===== config.mk =====
export PLATFORM = sky130hd
export DESIGN_NAME = jtag_scan_engine
export DESIGN_NICKNAME = d
export VERILOG_FILES = /design/src/rtl/jtag_scan_engine.sv
export SDC_FILE = /design/constraint.sdc
export NUM_CORES = 1
export LEC_CHECK = 0
export BUFFER_PORTS_ARGS = -buffer_cell sky130_fd_sc_hd__buf_4
export CAP_MARGIN = 15
export CORE_MARGIN = 10
export CORE_UTILIZATION = 55
export CTS_CLUSTER_DIAMETER = 150
export DETAILED_ROUTE_END_ITERATION = 10
export PLACE_DENSITY = 0.73
export SLEW_MARGIN = 5
export SYNTH_ARGS = -nofsm -noshare
export SYNTH_HDL_FRONTEND = slang
export SYNTH_SLANG_ARGS = --single-unit

===== constraint.sdc =====
create_clock -name pclk_i -period 3.1 [get_ports pclk_i]
set_input_delay 0.62 -clock pclk_i [delete_from_list [all_inputs] [get_ports pclk_i]]
set_output_delay 0.62 -clock pclk_i [all_outputs]
set_load 0.05 [all_outputs]

===== src/rtl/jtag_scan_engine.sv =====
// APB-programmed JTAG master: shifts one scan of 1..SHIFT_W bits per start command,
// driving TMS/TDO from per-bit vectors and capturing TDI into a readable buffer.
module jtag_scan_engine #(
    parameter int SHIFT_W  = 64,
    parameter int DIV_W    = 8,
    parameter int HALF_RST = 9
) (
    input  logic        pclk_i,
    input  logic        prstn_i,
    input  logic        psel_i,
    input  logic        penable_i,
    input  logic        pwrite_i,
    input  logic [7:0]  paddr_i,
    input  logic [31:0] pwdata_i,
    output logic [31:0] prdata_o,
    output logic        pready_o,
    output logic        pslverr_o,
    output logic        TCK_o,
    output logic        TMS_o,
    output logic        TDO_o,
    output logic        TDOoen_o,
    input  logic        TDI_i,
    output logic        TRSTn_o,
    output logic        jtag_ext_cg_o,
    output logic        jtag_mux_sel_o,
    output logic        irq_o
);

    localparam int unsigned NW = SHIFT_W / 32;
    localparam int unsigned LW = $clog2(SHIFT_W);

    typedef enum logic [1:0] {
        S_IDLE  = 2'd0,
        S_SETUP = 2'd1,
        S_LOW   = 2'd2,
        S_HIGH  = 2'd3
    } state_t;

    state_t               r_state;
    state_t               w_state_nx;

    logic                 r_ext_cg;
    logic                 r_mux_sel;
    logic                 r_irq_en;
    logic                 r_trstn;
    logic [DIV_W-1:0]     r_half;
    logic [LW-1:0]        r_len;
    logic                 r_done;
    logic                 r_busy_err;
    logic [SHIFT_W-1:0]   r_tdo_vec;
    logic [SHIFT_W-1:0]   r_tms_vec;
    logic [SHIFT_W-1:0]   r_cap;
    logic [DIV_W-1:0]     r_cnt;
    logic [LW-1:0]        r_idx;
    logic                 r_tck;
    logic                 r_tms;
    logic                 r_tdo;
    logic                 r_irq;
    logic [31:0]          r_prdata;

    logic                 w_rd_setup;
    logic                 w_wr;
    logic [5:0]           w_waddr;
    logic [2:0]           w_grp;
    logic [2:0]           w_k;
    logic                 w_k_ok;
    logic                 w_busy;
    logic                 w_prot_hit;
    logic                 w_drop;
    logic                 w_start;
    logic                 w_cnt_zero;
    logic                 w_last;
    logic                 w_done_set;
    logic [LW-1:0]        w_idx_nx;
    logic [31:0]          w_rdata;
    logic                 w_unused;

    assign w_rd_setup = psel_i & ~penable_i & ~pwrite_i;
    assign w_wr       = psel_i & penable_i & pwrite_i;
    assign w_waddr    = paddr_i[7:2];
    assign w_grp      = w_waddr[5:3];
    assign w_k        = w_waddr[2:0];
    assign w_k_ok     = 32'(w_k) < NW;
    assign w_busy     = (r_state != S_IDLE);
    assign w_prot_hit = (w_waddr == 6'd1) || (w_waddr == 6'd2) || (w_waddr == 6'd4) ||
                        (((w_grp == 3'd2) || (w_grp == 3'd3)) && w_k_ok);
    assign w_drop     = w_wr & w_busy & w_prot_hit;
    assign w_start    = w_wr & ~w_busy & (w_waddr == 6'd4) & pwdata_i[0];
    assign w_cnt_zero = (r_cnt == '0);
    assign w_last     = (r_idx == r_len);
    assign w_done_set = (r_state == S_HIGH) & w_cnt_zero & w_last;
    assign w_idx_nx   = r_idx + 1'b1;
    assign w_unused   = ^paddr_i[1:0];

    assign prdata_o       = r_prdata;
    assign pready_o       = 1'b1;
    assign pslverr_o      = w_drop;
    assign TCK_o          = r_tck;
    assign TMS_o          = r_tms;
    assign TDO_o          = r_tdo;
    assign TDOoen_o       = 1'b1;
    assign TRSTn_o        = r_trstn;
    assign jtag_ext_cg_o  = r_ext_cg;
    assign jtag_mux_sel_o = r_mux_sel;
    assign irq_o          = r_irq;

    always_ff @(posedge pclk_i or negedge prstn_i) begin
        if (!prstn_i) r_state <= S_IDLE;
        else          r_state <= w_state_nx;
    end

    always_comb begin
        w_state_nx = r_state;
        case (r_state)
            S_IDLE:  if (w_start) w_state_nx = S_SETUP;
            S_SETUP: w_state_nx = S_LOW;
            S_LOW:   if (w_cnt_zero) w_state_nx = S_HIGH;
            S_HIGH:  if (w_cnt_zero) w_state_nx = w_last ? S_IDLE : S_LOW;
            default: w_state_nx = S_IDLE;
        endcase
    end

    always_comb begin
        w_rdata = '0;
        case (w_grp)
            3'd0: begin
                case (w_k)
                    3'd0: w_rdata = {15'd0, r_trstn, 7'd0, r_irq_en, 6'd0, r_mux_sel, r_ext_cg};
                    3'd1: w_rdata = 32'(r_half);
                    3'd2: w_rdata = 32'(r_len);
                    3'd3: w_rdata = {29'd0, r_busy_err, r_done, w_busy};
                    default: w_rdata = '0;
                endcase
            end
            3'd2, 3'd3, 3'd4: begin
                for (int unsigned w = 0; w < NW; w++) begin
                    if (32'(w_k) == w) begin
                        if (w_grp == 3'd2)      w_rdata = r_tdo_vec[w*32 +: 32];
                        else if (w_grp == 3'd3) w_rdata = r_tms_vec[w*32 +: 32];
                        else                    w_rdata = r_cap[w*32 +: 32];
                    end
                end
            end
            default: w_rdata = '0;
        endcase
    end

    always_ff @(posedge pclk_i or negedge prstn_i) begin
        if (!prstn_i) begin
            r_ext_cg   <= 1'b0;
            r_mux_sel  <= 1'b0;
            r_irq_en   <= 1'b0;
            r_trstn    <= 1'b1;
            r_half     <= DIV_W'(HALF_RST);
            r_len      <= '0;
            r_done     <= 1'b0;
            r_busy_err <= 1'b0;
            r_tdo_vec  <= '0;
            r_tms_vec  <= '0;
            r_cap      <= '0;
            r_cnt      <= '0;
            r_idx      <= '0;
            r_tck      <= 1'b0;
            r_tms      <= 1'b0;
            r_tdo      <= 1'b0;
            r_irq      <= 1'b0;
            r_prdata   <= '0;
        end else begin
            r_prdata <= w_rd_setup ? w_rdata : '0;
            r_irq    <= r_done & r_irq_en;

            if (w_wr && (w_waddr == 6'd0)) begin
                r_ext_cg  <= pwdata_i[0];
                r_mux_sel <= pwdata_i[1];
                r_irq_en  <= pwdata_i[8];
                r_trstn   <= pwdata_i[16];
            end
            if (w_wr && !w_busy) begin
                if (w_waddr == 6'd1) r_half <= pwdata_i[DIV_W-1:0];
                if (w_waddr == 6'd2) r_len  <= pwdata_i[LW-1:0];
                for (int unsigned w = 0; w < NW; w++) begin
                    if (32'(w_k) == w) begin
                        if (w_grp == 3'd2) r_tdo_vec[w*32 +: 32] <= pwdata_i;
                        if (w_grp == 3'd3) r_tms_vec[w*32 +: 32] <= pwdata_i;
                    end
                end
            end

            // Sticky status: a set in the same cycle as a W1C clear wins.
            if (w_done_set)
                r_done <= 1'b1;
            else if (w_wr && (w_waddr == 6'd3) && pwdata_i[1])
                r_done <= 1'b0;
            if (w_drop)
                r_busy_err <= 1'b1;
            else if (w_wr && (w_waddr == 6'd3) && pwdata_i[2])
                r_busy_err <= 1'b0;

            case (r_state)
                S_IDLE: begin
                    if (w_start) r_cap <= '0;
                end
                S_SETUP: begin
                    r_tms <= r_tms_vec[0];
                    r_tdo <= r_tdo_vec[0];
                    r_tck <= 1'b0;
                    r_cnt <= r_half;
                    r_idx <= '0;
                end
                S_LOW: begin
                    if (w_cnt_zero) begin
                        r_tck        <= 1'b1;
                        r_cap[r_idx] <= TDI_i;
                        r_cnt        <= r_half;
                    end else begin
                        r_cnt <= r_cnt - 1'b1;
                    end
                end
                S_HIGH: begin
                    if (w_cnt_zero) begin
                        r_tck <= 1'b0;
                        if (!w_last) begin
                            r_idx <= w_idx_nx;
                            r_tms <= r_tms_vec[w_idx_nx];
                            r_tdo <= r_tdo_vec[w_idx_nx];
                            r_cnt <= r_half;
                        end
                    end else begin
                        r_cnt <= r_cnt - 1'b1;
                    end
                end
                default: ;
            endcase
        end
    end

endmodule

==> impl_results.md, run 1 <==
- CTS Hold Buffers Added: 0
- Die Span Y: 178 um
- Final Max Slew Viols: 0
- Post-synthesis sequential element count: 264
- Initial antenna violation count: 0
- Worst slew margin: 47.7%
- Worst-margin pin slew: 0.780 ns
- CP delay by family, top: simple AND/OR/NAND/NOR gates
- Slowest Stage Delay on Critical Path: 0.50 ns
- Routed length per instance: 23.7 um
- Synth Area in Compound Gates: 14.3%
- Gate power share: 17.5%
- Post-synth top cells: 261 x dfrtp_1, 147 x mux2_2, 117 x nor2_1
- Port Buf Inserts: 83
- RSZ-0062 raised after global routing: no
- CP Max Fanout: 9
- Num CTS Buffers: 29
- Buf+Inv Stages, Crit Path: 3
- Post-DP HPWL: 27.1 mm
- Post-synth ARST share: 100%
- Crit-path cells: inv_1 -> ha_1 -> or4b_4 -> or4_1 -> buf_4 -> a21o_1 -> nor2_1 -> buf_4 -> a22o_1
- Worst path slowest cell: or4b_4
- Seq/Total Area, Yosys: 48.4%
- Area grow syn2layout: 15.8%
- First-pass GRT wire length: 62.4 mm
- TNS Setup: 0 ns
- Ys Warns: 0
- # Post-CTS Setup Buffers: 0
- Synth cell types: 57
- Tcrit/Tclk final: 94.1%
- CTS root buf: clkbuf_16
- Period minus WS final: 2.92 ns
- DR iter-0 viols: 1268
- Routability cong.: 0.964
- CTS max path bufs: 3
- P_sw: 2.53 mW
- CTS tree: done
- Multiplexer share of the synthesized area: 23.4%
- Clock share of power: 40.8%
- CTS Sinks: 264
- Most used cell, CP: buf_4
- Sequential share of power: 41.6%
- Antenna Diode Count: 0
- Total Routed Length: 39.4 mm
- Crit end category: flop
- Leak pwr: 7.43 nW
- Peak VDD IR: 0.582 mV
- Full die area: 31500 um^2
- CTS H-Tree Depth: 1
- Final Setup Violations: 0
- Gr usage total: 25.0%
- Core ar.: 24400 um^2
- Via count: 10700
- WS Path Type: reg2reg
- Top Ports: 88
- Largest net degree at the start of global routing: 113
- Crit path launch type: flop
- Fin Clk Skew: 0.0103 ns
- Post-synth EDFFs: 0
- Clk slew on worst S/H paths: 0.06 ns
- Post-synthesis cell area: 13700 um^2
- Hold Crit Class: in2async
- Site row count: 57
- Die width: 178 um
- MaxCap Viol Count: 0
- Status: finished clean
- Critical Path AT: 3.42 ns
- Post-Syn Instances: 1253
- Leading post-synthesis cells by cell area: dfrtp_1 48%, mux2_2 12%, mux2i_1 6.0%, mux4_2 5.3%, a22o_1 4.2%
- Worst-skew pair later-pin latency: 0.56 ns
- Router iterations before antenna repair: 5
- Post-synthesis adder-cell area fraction: 0.183%
- Layout cell share with drive strength beyond 1: 27.8%
- Sw Ratio: 28.4%
- CP required: 3.60 ns
- Via density: 6.42
- Crit. Startpoint: r_cnt[0]
- Fin. Hold Viols: 0
- Top cell type's share of synthesized area: 47.8%
- DRT antenna net count: 0
- Cell with the most instances after synthesis: dfrtp_1
- Cell Int Power: 6.38 mW
- Starting Density: 56.0%
- Synthesized area per cell: 10.9 um^2
- Simple-gate share of the synthesized area: 9.75%
- Number of global-route vias before repair: 10500
- Yosys top cell by area: dfrtp_1
- Synth Area in XOR/XNOR: 0.770%
- Cell Pwr Density: 564 nW/um^2
- Reg2reg start: r_cnt[0]
- Drc violations: 0
- Post-synth top flop: dfrtp_1
- Highest clock rate: 343 MHz
- Main combinational cell family by area after synthesis: multiplexers
- Final nets: 1364
- WHS: 0.000601 ns
- Grt ovf: 0
[logic make-up (layout without fill, tap and decap cells)]
logic type	Yosys count	count (layout)
other cells	1	2
mux	261	261
buf+inv	106	188
compound gates	303	303
xor+xnor	12	12
flops	264	264
simple gates	304	304
fa+ha+maj	2	2
[area by class of cell]
cell class	instances	area, um^2
Clock inverter	13	199
Timing Repair Buffer	128	1070
Tap cell	324	405
Inverter	9	33.8
Sequential cell	264	6610
Multi-Input combinational cell	884	6670
Clock buffer	38	820
Fill cell	1926	8580
[registers in the layout, indices dropped and copies added (netlist names), 2 cells and up]
| register | count |
|---|---|
| r_tms_vec | 64 |
| r_len | 6 |
| r_cap | 64 |
| r_state | 2 |
| r_cnt | 8 |
| r_tdo_vec | 64 |
| r_idx | 6 |
| prdata_o | 32 |
| r_half | 8 |
[layer usage]
| metal | share of wire, % | GRT usage, % | routed length [um] | vias up |
|---|---|---|---|---|
| met5 | 0 | 0 | 0 | - |
| met4 | 3.2 | 7.43 | 1250 | 0 |
| met3 | 7.5 | 4.50 | 2970 | 87 |
| met2 | 47 | 39.3 | 18400 | 443 |
| met1 | 43 | 34.7 | 16800 | 5409 |
| li1 | - | - | - | 4715 |
[final timing paths]
check                                end  slack, ns  cells past startpoint
hold / removal                  r_cnt[2]     0.0006                      1
max in group asynchronous        TRSTn_o       2.28                      2
min in group pclk_i        r_tms_vec[29]       0.32                      2
hold reg to reg               r_busy_err       0.48                      1
setup / recovery               r_cap[52]       0.18                      9
setup reg to reg               r_cap[52]       0.18                      9
[worst register-to-register path, stage by stage, from the launching register on]
cell and delay (ns):
dfrtp_1 0.41, inv_1 0.08, ha_1 0.18, or4b_4 0.51, or4_1 0.49, buf_4 0.20
a21o_1 0.30, nor2_1 0.31, buf_4 0.23, a22o_1 0.15
[stage by stage]
step	worst slack, ns	std cells	util (%)	cell area (um^2)	power (mW)
after global placement	0.337	1609	60.6	14800	5.26
after CTS	0.150	1660	64.8	15800	8.93
after global routing	0.0716	1660	64.8	15800	9.25
after floorplan	0.231	1254	-	13700	4.76
after detailed placement	0.279	1609	60.6	14800	5.31
final	0.184	1660	64.8	15800	8.91
[repair_timing]
action / CTS / global route
setup endpoints to repair: 0 / 1
endpoints found under the hold margin: 0 / 0
gates resized for setup: 0 / 1
[cell usage in the layout, fill, tap and decap left out, drive strengths merged, types with 4 or more instances in the layout]
cell type / count
a21oi: 75
and3: 5
o211ai: 6
nor3: 18
o22ai: 27
a22o: 65
and2: 7
mux2: 147
nand3b: 6
clkbuf: 38
xnor2: 8
mux4: 32
o2bb2ai: 5
a21o: 6
o22a: 4
inv: 9
a211oi: 6
nand2b: 8
xor2: 4
nor2b: 5
a22oi: 7
o21ai: 82
mux2i: 82
clkinv: 6
nand4: 4
nand2: 108
o31ai: 5
dfrtp: 261
nor2: 117
bufinv: 4
nand3: 10
buf: 128
or3: 6
[power by group through the flow]
stage	clock, mW	sequential [mW]	combinational (mW)
6_report	3.64	3.71	1.56
5_1_grt	3.82	3.72	1.71
4_1_cts	3.67	3.70	1.55
3_5_place_dp	0	3.76	1.55
2_1_floorplan	0	3.75	1.01
3_3_place_gp	0	3.76	1.51
No activity file was read; power rests on OpenSTA's default activity.
==> run 2, diff against run 1 <==
--- a/config.mk
+++ b/config.mk
@@ -11,7 +11,7 @@
 export CORE_UTILIZATION = 55
 export CTS_CLUSTER_DIAMETER = 150
 export DETAILED_ROUTE_END_ITERATION = 10
-export PLACE_DENSITY = 0.73
+export PLACE_DENSITY = 0.75
 export SLEW_MARGIN = 5
 export SYNTH_ARGS = -nofsm -noshare
 export SYNTH_HDL_FRONTEND = slang
==> run 2 against run 1 <==
- routed wire length fell by 1.2%
- setup slack improved by 0.024 ns
- worst hold slack improved by 0.041 ns
- core utilization fell by 0.38 points
- sequential cell count did not move
- cell count did not move
- power fell by 4.0%
- sequential power barely moved
- first-iteration DRC count fell by 14%
- clock skew rose by 0.0040 ns
- final area fell by 0.59%
- combinational power barely moved
- largest power group unchanged
==> impl_results.md, run 2 (synthesis gave the netlist of run 1 again) <==
- Tcrit/Tclk final: 93.3%
- Crit path launch type: flop
- CTS Hold Buffers Added: 0
- CTS root buf: clkbuf_16
- Crit. Startpoint: r_cnt[0]
- Via count: 10700
- WL met2: 18.1 mm
- DR iter-0 viols: 1091
- Highest clock rate: 346 MHz
- CP required: 3.59 ns
- Starting Density: 56.0%
- Most common cell after layout, fill and taps aside: dfrtp_1
- R2R Setup Slk: 0.21 ns
- Layout cell share with drive strength beyond 1: 27.6%
- Resized Gates After CTS: 0
- Worst-margin pin slew: 0.777 ns
- Worst-skew pair later-pin latency: 0.55 ns
- Post-DP HPWL: 26.8 mm
- Grt ovf: 0
- Highest Signal Layer: met4
- Initial antenna violation count: 0
- Worst r2r path cells: 9
- Leak pwr: 7.38 nW
- Antenna Diode Count: 0
- Final std cells w/o fill: 1660
- Final Core Density: 64.4%
- Worst slew margin: 47.8%
- Die Span Y: 178 um
- Most used cell, CP: buf_4
- Top flop regs: r_cap: 64 flops, r_tdo_vec: 64 flops, r_tms_vec: 64 flops
- Crit end category: flop
- Critical Path AT: 3.38 ns
- Hold Crit Class: in2async
- CP delay by family, top: simple AND/OR/NAND/NOR gates
- Via density: 6.44
- Site row count: 57
- DRT antenna net count: 0
- Period minus WS final: 2.89 ns
- Final Max Slew Viols: 0
- Slowest Stage Delay on Critical Path: 0.50 ns
- Drc violations: 0
- Top Ports: 88
- Buf+Inv Stages, Crit Path: 3
- DR WL met3: 3.39 mm
- Largest net degree at the start of global routing: 116
- Gr usage total: 24.5%
- Die width: 178 um
- Num CTS Buffers: 29
- MaxCap Viol Count: 0
- # Post-CTS Setup Buffers: 0
- Peak VDD IR: 0.438 mV
- TNS Setup: 0 ns
- CP Max Fanout: 9
- Clk slew on worst S/H paths: 0.06 ns
- Port Buf Inserts: 83
- R2r endpoint: r_cap[29]
- Crit-path cells: inv_1 -> ha_1 -> or4b_4 -> or4_1 -> buf_4 -> a21o_1 -> nor2_1 -> buf_4 -> a22o_1
- Fin. Hold Viols: 0
- Total Routed Length: 38.9 mm
- Fin Clk Skew: 0.0143 ns
- Full die area: 31500 um^2
- Number of global-route vias before repair: 10400
- Fillers: 1963
- CTS H-Tree Depth: 1
- Placed insts: 1610
- Core ar.: 24400 um^2
- RSZ-0062 raised after global routing: no
- Router iterations before antenna repair: 8
- CTS max path bufs: 3
- Cell Pwr Density: 544 nW/um^2
- Worst path slowest cell: or4_1
- Routability cong.: 0.979
- CTS tree: done
- WS Path Type: reg2reg
- Commonest cells after routing, fill and taps aside: 260 x dfrtp_1, 147 x mux2_2, 119 x buf_4, 117 x nor2_1, 108 x nand2_1
- Final nets: 1365
- CTS Sinks: 264
- Routed length per instance: 23.4 um
- M1 wire length: 16.1 mm
- Final Setup Violations: 0
- Area grow syn2layout: 15.1%
- Reg2reg start: r_cnt[0]
- First-pass GRT wire length: 61.1 mm
- Status: finished clean
## run 2: how the worst max path moves through the flow
stage | endpoint | slack, ns | depth (start not counted)
2_1_floorplan | pslverr_o | 0.23 | 6
3_3_place_gp | r_cap[16] | 0.29 | 9
3_5_place_dp | r_cap[15] | 0.26 | 9
4_1_cts | r_cnt[0] | 0.22 | 10
5_1_grt | r_cnt[0] | 0.04 | 10
6_report | r_cap[29] | 0.21 | 9
## run 2: through the flow
stage          hold WS (ns)  instance area [um^2]  total power [mW]  setup slack, ns
2_1_floorplan         0.324                 13700              4.76            0.231
3_3_place_gp          0.461                 14800              5.27            0.287
3_5_place_dp          0.470                 14800              5.31            0.262
4_1_cts              0.0546                 15700              8.59            0.223
5_1_grt              0.0808                 15700              8.90           0.0389
6_report             0.0415                 15700              8.56            0.208
## run 2: metal layers
layer	track usage [%]	vias up
li1	-	4708
met1	32.9	5364
met2	39.2	523
met3	4.99	96
met4	7.61	0
met5	0	-
## run 2: final cells by class
cell class | count | area [um^2] | area share [%]
Tap cell | 324 | 405 | 2.58
Timing Repair Buffer | 129 | 1090 | 6.93
Inverter | 9 | 33.8 | 0.215
Multi-Input combinational cell | 884 | 6670 | 42.5
Clock inverter | 10 | 86.3 | 0.549
Sequential cell | 264 | 6610 | 42.1
Clock buffer | 40 | 817 | 5.20
## run 2: worst reg2reg max path, delay by kind of cell (launching register included)
family / cells / cell delay, ns
AND/OR/NAND/NOR: 3 / 1.27
flip-flops: 1 / 0.41
AO/OA/AOI/OAI: 2 / 0.48
adder cells (fa/ha/maj): 1 / 0.18
buffers and inverters: 3 / 0.50
## run 2: where the power goes
group | switching, mW | internal (mW)
combinational | 0.969 | 0.601
sequential | 0.118 | 3.59
clock | 1.37 | 1.91
==> run 3, diff against run 2 <==
--- a/config.mk
+++ b/config.mk
@@ -12,6 +12,7 @@
 export CTS_CLUSTER_DIAMETER = 150
 export DETAILED_ROUTE_END_ITERATION = 10
 export PLACE_DENSITY = 0.75
+export RECOVER_POWER = 50
 export SLEW_MARGIN = 5
 export SYNTH_ARGS = -nofsm -noshare
 export SYNTH_HDL_FRONTEND = slang
==> run 3 against run 2 <==
- the run now ends with max-capacitance violations, max-slew violations left
- first-iteration DRC count up 3.4%
- combinational power about the same
- setup slack got worse by 0.010 ns
- maximum frequency decreased by 0.36%
- power barely moved
- critical endpoint unchanged
- largest power group unchanged
==> impl_results.md, run 3 (synthesis gave the netlist of run 1 again) <==
- Area of the multi-input gates: 6670 um^2
- CTS Hold Buffers Added: 0
- Hold Crit Class: in2reg
- MaxCap Viol Count: 1
- Via density: 6.40
- Area grow syn2layout: 14.2%
- Peak VDD IR: 0.438 mV
- Worst slew margin: -23.8%
- Grt ovf: 0
- Placed cell areas: 14800 um^2
- TNS Setup: 0 ns
- Final Setup Violations: 0
- Highest clock rate: 345 MHz
- Cell Pwr Density: 548 nW/um^2
- Fin Clk Skew: 0.0141 ns
- Routability cong.: 0.979
- CP Max Fanout: 9
- Num CTS Buffers: 29
- CP required: 3.59 ns
- CTS Sinks: 264
- Tcrit/Tclk final: 93.6%
- RSZ-0062 raised after global routing: no
- Final Cell Area: 15600 um^2
- Final nets: 1365
- Pwr Total: 8.55 mW
- Failing checks: max-capacitance violations, max-slew violations
- Crit end category: flop
- Clk slew on worst S/H paths: 0.06 ns
- Most common cell after layout, fill and taps aside: dfrtp_1
- Leak pwr: 7.29 nW
- Worst hold path depth: 2
- Antenna Diode Count: 0
- Top flop regs: r_cap: 64 flops, r_tdo_vec: 64 flops, r_tms_vec: 64 flops
- DRT antenna net count: 0
- Period minus WS final: 2.90 ns
- Starting Density: 56.0%
- Top Ports: 88
- Total Routed Length: 38.9 mm
- Worst-margin pin slew: 1.86 ns
- First-pass GRT wire length: 61.1 mm
- Final Max Slew Viols: 72
- Critical Path AT: 3.39 ns
- Router iterations before antenna repair: 6
- Post-DP HPWL: 26.8 mm
- Crit path launch type: flop
- Core ar.: 24400 um^2
- WS Path Type: reg2reg
- Full die area: 31500 um^2
- Number of global-route vias before repair: 10400
- Site row count: 57
- Register area: 6610 um^2
- Die Span Y: 178 um
- CTS max path bufs: 3
- Commonest cells after routing, fill and taps aside: 260 x dfrtp_1, 147 x mux2_2, 117 x nor2_1, 108 x nand2_1, 98 x buf_4
- CTS tree: done
- Routed length per instance: 23.4 um
- Status: finished with violations
- Initial antenna violation count: 0
- Worst r2r path cells: 9
- Layout cell share with drive strength beyond 1: 26.3%
- Via count: 10600
- Port Buf Inserts: 83
- Die width: 178 um
- Resized Gates After CTS: 0
- CTS H-Tree Depth: 1
- Fin. Hold Viols: 0
- DR iter-0 viols: 1128
- Gr usage total: 24.5%
- Drc violations: 0
- Worst-skew pair later-pin latency: 0.55 ns
- # Post-CTS Setup Buffers: 0
- Largest net degree at the start of global routing: 116
- Fillers: 1971
- CTS root buf: clkbuf_16
## run 3: metal layers
metal	part of all wire [%]	track usage, %	up-vias
met5	0	0	-
met4	3.3	7.61	0
met3	8.2	4.99	91
met2	47	39.2	468
met1	41	32.9	5363
li1	-	-	4710
## run 3: path summary, 6_finish.rpt
check                             startpoint       endpoint  slack [ns]
worst max-delay path                r_cnt[0]      r_cap[29]        0.20
worst min-delay path            pwdata_i[20]  r_tdo_vec[20]        0.32
worst max register to register      r_cnt[0]      r_cap[29]        0.20
worst min register to register    r_busy_err     r_busy_err        0.48
max in group asynchronous            prstn_i  r_tms_vec[15]        0.63
min in group asynchronous            prstn_i       r_cnt[4]        0.57
## run 3: report_power, final
part	leakage, nW	internal [mW]	switching (mW)	total (mW)
registers	3.64	3.59	0.119	3.71
clock network	0.439	1.91	1.38	3.29
logic	3.22	0.593	0.969	1.56
## run 3: critical path: stages, from the launching register on
cell and delay [ns]:
dfrtp_1 0.41, inv_1 0.07, ha_1 0.18, or4b_4 0.49
or4_1 0.50, buf_4 0.20, a21o_1 0.31, nor2_1 0.28
buf_4 0.24, a22o_1 0.17
## run 3: metrics by stage
stage | instances | worst slack [ns] | hold WS, ns | util (%)
final | 1660 | 0.197 | 0.323 | 64.0
after global routing | 1660 | 0.0389 | 0.323 | 64.0
after CTS | 1660 | 0.223 | 0.0546 | 64.4
after detailed placement | 1610 | 0.262 | 0.470 | 60.7
after global placement | 1610 | 0.287 | 0.461 | 60.7
after floorplan | 1254 | 0.231 | 0.324 | -
## run 3: layout make-up
cell class	count	area share [%]
clock inverters	10	0.553
inverters	9	0.217
multi-input cells	884	42.8
well taps	324	2.60
repair buffers	129	6.24
clock buffers	40	5.24
flip-flops and latches	264	42.4
